File: config.mk
export PLATFORM = sky130hd
export DESIGN_NAME = tmds_channel_decoder
export DESIGN_NICKNAME = d
export VERILOG_FILES = /design/src/rtl/tmds_channel_decoder.sv
export SDC_FILE = /design/constraint.sdc
export NUM_CORES = 1
export LEC_CHECK = 0
export CORE_ASPECT_RATIO = 0.7
export CORE_MARGIN = 4
export CORE_UTILIZATION = 52
export CTS_BUF_LIST = sky130_fd_sc_hd__clkbuf_4
export DETAILED_ROUTE_END_ITERATION = 12
export PLACE_DENSITY = 0.75
export SLEW_MARGIN = 20
export SYNTH_ARGS = -nofsm -noshare
export SYNTH_HDL_FRONTEND = slang
export SYNTH_SLANG_ARGS = --single-unit
export TNS_END_PERCENT = 100
File: constraint.sdc
create_clock -name clk_pixel -period 1.86 [get_ports clk_pixel]
set_input_delay 0.372 -clock clk_pixel [delete_from_list [all_inputs] [get_ports clk_pixel]]
set_output_delay 0.372 -clock clk_pixel [all_outputs]
set_load 0.05 [all_outputs]
File: src/rtl/tmds_channel_decoder.sv
// rtl/tmds_channel_decoder.sv - TMDS channel decoder with control-token word-alignment FSM
module tmds_channel_decoder #(
    parameter int C_lock_tokens  = 16,
    parameter int C_hunt_timeout = 4096,
    parameter int C_slip_wait    = 16
) (
    input  logic       clk_pixel,
    input  logic       reset_n,
    input  logic [9:0] in_symbol,
    output logic       out_bitslip,
    output logic [7:0] out_data,
    output logic [1:0] out_c,
    output logic       out_de,
    output logic       out_locked
);

    localparam int RUN_W   = $clog2(C_lock_tokens + 1);
    localparam int TMO_LIM = (C_hunt_timeout > C_slip_wait) ? C_hunt_timeout : C_slip_wait;
    localparam int TMO_W   = $clog2(TMO_LIM + 1);

    localparam logic [RUN_W-1:0] RUN_FULL  = RUN_W'(C_lock_tokens);
    localparam logic [RUN_W-1:0] RUN_LAST  = RUN_W'(C_lock_tokens - 1);
    localparam logic [TMO_W-1:0] HUNT_LAST = TMO_W'(C_hunt_timeout - 1);
    localparam logic [TMO_W-1:0] WAIT_LAST = TMO_W'(C_slip_wait - 1);

    typedef enum logic [1:0] {
        ST_HUNT,
        ST_SLIP,
        ST_WAIT,
        ST_LOCKED
    } state_t;

    state_t           state, state_nx;
    logic [9:0]       sym_q;
    logic [RUN_W-1:0] run, run_nx;
    logic [TMO_W-1:0] tmo, tmo_nx;
    logic             is_ctrl;
    logic [1:0]       ctrl_c;
    logic [7:0]       d;
    logic [7:0]       dec;

    always_comb begin
        is_ctrl = 1'b1;
        ctrl_c  = 2'b00;
        case (sym_q)
            10'h354: ctrl_c = 2'b00;
            10'h0AB: ctrl_c = 2'b01;
            10'h154: ctrl_c = 2'b10;
            10'h2AB: ctrl_c = 2'b11;
            default: is_ctrl = 1'b0;
        endcase
    end

    // Undo the transmitter's optional inversion, then the XOR/XNOR transition chain.
    always_comb begin
        d      = sym_q[9] ? ~sym_q[7:0] : sym_q[7:0];
        dec    = 8'h00;
        dec[0] = d[0];
        for (int i = 1; i < 8; i++) begin
            dec[i] = sym_q[8] ? (d[i] ^ d[i-1]) : ~(d[i] ^ d[i-1]);
        end
    end

    always_comb begin
        state_nx = state;
        run_nx   = run;
        tmo_nx   = tmo;
        case (state)
            ST_HUNT: begin
                if (run == RUN_FULL) begin
                    state_nx = ST_LOCKED;
                    run_nx   = '0;
                    tmo_nx   = '0;
                end else if (tmo == HUNT_LAST) begin
                    state_nx = ST_SLIP;
                    run_nx   = '0;
                    tmo_nx   = '0;
                end else begin
                    tmo_nx = tmo + 1'b1;
                    run_nx = is_ctrl ? run + 1'b1 : '0;
                end
            end
            ST_SLIP: begin
                state_nx = ST_WAIT;
                tmo_nx   = '0;
            end
            ST_WAIT: begin
                if (tmo == WAIT_LAST) begin
                    state_nx = ST_HUNT;
                    run_nx   = '0;
                    tmo_nx   = '0;
                end else begin
                    tmo_nx = tmo + 1'b1;
                end
            end
            ST_LOCKED: begin
                if (tmo == HUNT_LAST) begin
                    state_nx = ST_HUNT;
                    run_nx   = '0;
                    tmo_nx   = '0;
                end else begin
                    tmo_nx = tmo + 1'b1;
                    if (!is_ctrl) begin
                        run_nx = '0;
                    end else if (run == RUN_LAST) begin
                        // A full token run proves alignment is still good.
                        run_nx = '0;
                        tmo_nx = '0;
                    end else begin
                        run_nx = run + 1'b1;
                    end
                end
            end
            default: begin
                state_nx = ST_HUNT;
                run_nx   = '0;
                tmo_nx   = '0;
            end
        endcase
    end

    always_ff @(posedge clk_pixel) begin
        if (!reset_n) begin
            state       <= ST_HUNT;
            sym_q       <= '0;
            run         <= '0;
            tmo         <= '0;
            out_bitslip <= 1'b0;
            out_locked  <= 1'b0;
            out_data    <= 8'h00;
            out_c       <= 2'b00;
            out_de      <= 1'b0;
        end else begin
            state       <= state_nx;
            sym_q       <= in_symbol;
            run         <= run_nx;
            tmo         <= tmo_nx;
            // Pulse follows the SLIP cycle so a reset during SLIP suppresses it.
            out_bitslip <= (state == ST_SLIP);
            out_locked  <= (state_nx == ST_LOCKED);
            if (state_nx == ST_LOCKED) begin
                if (is_ctrl) begin
                    out_de   <= 1'b0;
                    out_data <= 8'h00;
                    out_c    <= ctrl_c;
                end else begin
                    out_de   <= 1'b1;
                    out_data <= dec;
                end
            end else begin
                out_de   <= 1'b0;
                out_data <= 8'h00;
                out_c    <= 2'b00;
            end
        end
    end

endmodule

==> out/summary.txt <==
Yosys top cell by area - dfxtp_1
IO buf count - 24
CTS tree - yes
Netlist Area Pre-Place - 0.002137 sq mm
Crit-path max FO - 5
Flop pwr share - 48.4%
Yosys top cell area share - 40.28%
Total GRT Usage - 26.06%
Leakage - 1.441 nW
Reg2reg start - tmo[11]
Final wirelength - 6849 um
Final hold slack - 0.5577 ns
Switching share of power - 28.54%
Max cap viols - 0
Yosys reg bits - 43
CP startpoint kind - flop
Crit. Startpoint - tmo[11]
Placeable Area - 0.003946 sq mm
Fin nets - 345
CP bufs+invs - 1
Die area - 0.005216 sq mm
Num Clock Sinks - 43
First-pass GRT wire length - 10360 um
Path type of the worst setup path - reg2reg
Top cells by area, synth - dfxtp_1 (40%), ha_1 (10%), xnor2_1 (7.4%)
Via/cell ratio - 5.699
Area post-placement - 0.002843 sq mm
Period utilization - 113.4%
Critical path cell sequence - or4_4 > buf_6 > o41ai_4 > o21ai_2 > or3_1 > a21oi_1
Yosys cell types - 46
Outcome - finished, violations left
Setup ws final - -0.2500 ns
Fmax - 473.9 MHz
Routability Congestion - 0.8357
CP top delay family - simple AND/OR/NAND/NOR gates
WP data arrival - 2.42 ns
Vias in the first global route - 2013
Post-Syn Area per Cell - 9.332 sq um
Area grow syn2layout - 55.97%
WL/cell - 18.56 um
Sw Pwr - 0.5771 mW
Slew Limit Fails - 0
Worst vdd ir - 0.7630 mV
Initial antenna violation count - 0
RSZ-0062 raised after global routing - true
Syn_nets - 258
Final setup vio count - 32
Worst-skew pair later-pin latency - 0.37 ns
Clock share of power - 29.8%
First drt pass iteration count - 5
Hold-fix buffers at CTS - 0
Longest Clk Path Bufs - 2
CTS H-tree lvls - 2
Sequential fraction of the synthesis area - 40.28%
FP Rows - 19
Cts bufs inserted - 5
Routed Antenna Nets - 0
HPWL after DPL - 4069 um
Final Hold Fails - 0
DRC violations left - 0
Min Tclk post-route - 2.110 ns
Crit-path max cell delay - 0.54 ns
Worst hold start - in_symbol[1]
Overall Power - 2.022 mW
Failing checks - negative setup slack
# IOs - 25
Post-Synthesis Cells - 229
Worst slew pin tran - 0.4997 ns
Initial Util - 54.15%
EDFF count, synth - 0
Comb pwr share - 21.9%
Primary FF master, synth - dfxtp_1
Finished Cell Area - 0.003333 sq mm
Largest net degree at the start of global routing - 18
Initial DRC count - 184
GRT Residual Overflow - 0
Die height - 61.64 um
Min-delay worst type - in2reg
Internal power - 1.445 mW
Share of cells above drive strength 1 - 44.16%
Yosys warnings - 0
Critical Path RT - 2.17 ns
Cell Pwr Density - 606.7 mW/mm^2
Asr flop ratio synth - 0%
Final Skew - 0.004164 ns
Slew margin rel. - 66.63%
Diodes inserted - 0
Element type at the critical path end - flop
Die W - 84.62 um
Worst-path clk slew - 0.13 ns
Critical-path top delay cell - or4_4
Clk root buf - clkbuf_4
Via Count - 2103
[per-layer routing]
metal  wire (um)  vias to the layer above  GRT usage [%]  share of wire [%]
li1            -                      973              -                  -
met1        3033                      989          33.98                 44
met2        3098                      113          43.03                 45
met3         514                       28          7.219                7.5
met4         203                        0          7.901                3.0
met5           0                        -              0                  0
[power by group through the flow]
stage                     sequential [mW]  clock [mW]  combinational (mW)
after floorplan                     0.993           0               0.187
after global placement              0.993           0               0.305
after detailed placement            0.996           0               0.316
after CTS                           0.976       0.605               0.388
after global routing                0.981       0.659               0.468
final                               0.978       0.602               0.442
[worst paths after layout]
kind	endpoint	cells past startpoint	slack, ns
hold / removal	sym_q[1]	2	0.56
setup reg to reg	run[4]	6	-0.25
setup / recovery	run[4]	6	-0.25
hold reg to reg	tmo[12]	2	0.56
[layout by cell type (no fill, tap or decap), types with 6 or more instances in the layout]
cell type and n:
clkdlybuf4s50_1 11, dfxtp_2 10, nor3_1 10, nor2_2 7, nor2_1 10, nand3_1 6, ha_1 12, and2_1 10
nand2_1 9, xnor2_1 18, dlymetal6s2s_1 6, dfxtp_1 32, inv_1 17, buf_4 60
[cells by family (layout without fill, tap and decap cells)]
kind of cell / count (synthesis) / after routing / share of synthesized area, %
adder cells (fa/ha/maj): 17 / 17 / 9.953
AO/OA/AOI/OAI: 29 / 29 / 11.83
flip-flops: 43 / 43 / 40.28
XOR/XNOR: 22 / 22 / 9.016
buffers and inverters: 29 / 116 / 5.679
AND/OR/NAND/NOR: 89 / 90 / 23.24
[state kept, by name (all words and copies together) (netlist names)]
signal       count
out_de           1
tmo             13
out_locked       1
out_c            2
sym_q           10
out_bitslip      1
state            2
run              5
out_data         8
[Yosys cell counts, types with 2 or more instances]
master	instances
xor2_1	4
xnor2_1	18
a32o_1	3
or4_1	2
a221oi_1	3
nor2_1	17
nand3_1	9
and3_1	3
nor3_1	15
o311ai_0	2
ha_1	17
inv_1	22
nand2_1	9
nand4_1	3
and3_2	2
clkbuf_1	4
or3_1	5
nor4_1	3
nand2b_1	2
o21ai_0	2
a21oi_1	8
and2_1	10
dfxtp_1	43
[cell type report]
class | instances | area [sq um]
Timing Repair Buffer | 86 | 733.2
Inverter | 22 | 82.58
Clock buffer | 5 | 37.54
Tap cell | 52 | 65.06
Clock inverter | 3 | 43.79
Multi-Input combinational cell | 158 | 1494
Sequential cell | 43 | 877.1
Fill cell | 188 | 613.1
[metrics by stage]
step / std cells / util, % / worst slack (ns) / TNS (ns)
2_1_floorplan: 229 / - / -0.01417 / -0.02944
3_3_place_gp: 350 / 72.04 / -0.3070 / -5.906
3_5_place_dp: 350 / 72.04 / -0.4134 / -7.871
4_1_cts: 365 / 80.85 / -0.1794 / -2.182
5_1_grt: 369 / 84.46 / -0.2943 / -6.550
6_report: 369 / 84.46 / -0.2500 / -5.841
[worst register-to-register path: stages (launching register included)]
cell	delay, ns
dfxtp_2	0.35
or4_4	0.54
buf_6	0.14
o41ai_4	0.34
o21ai_2	0.17
or3_1	0.39
a21oi_1	0.13
[timing repair]
action,CTS,global route
gates resized for setup,48,32
setup endpoints to repair,37,38
gates cloned,1,0
pin swaps,23,16
setup buffers,6,4
(Power assumes the default switching activity.)
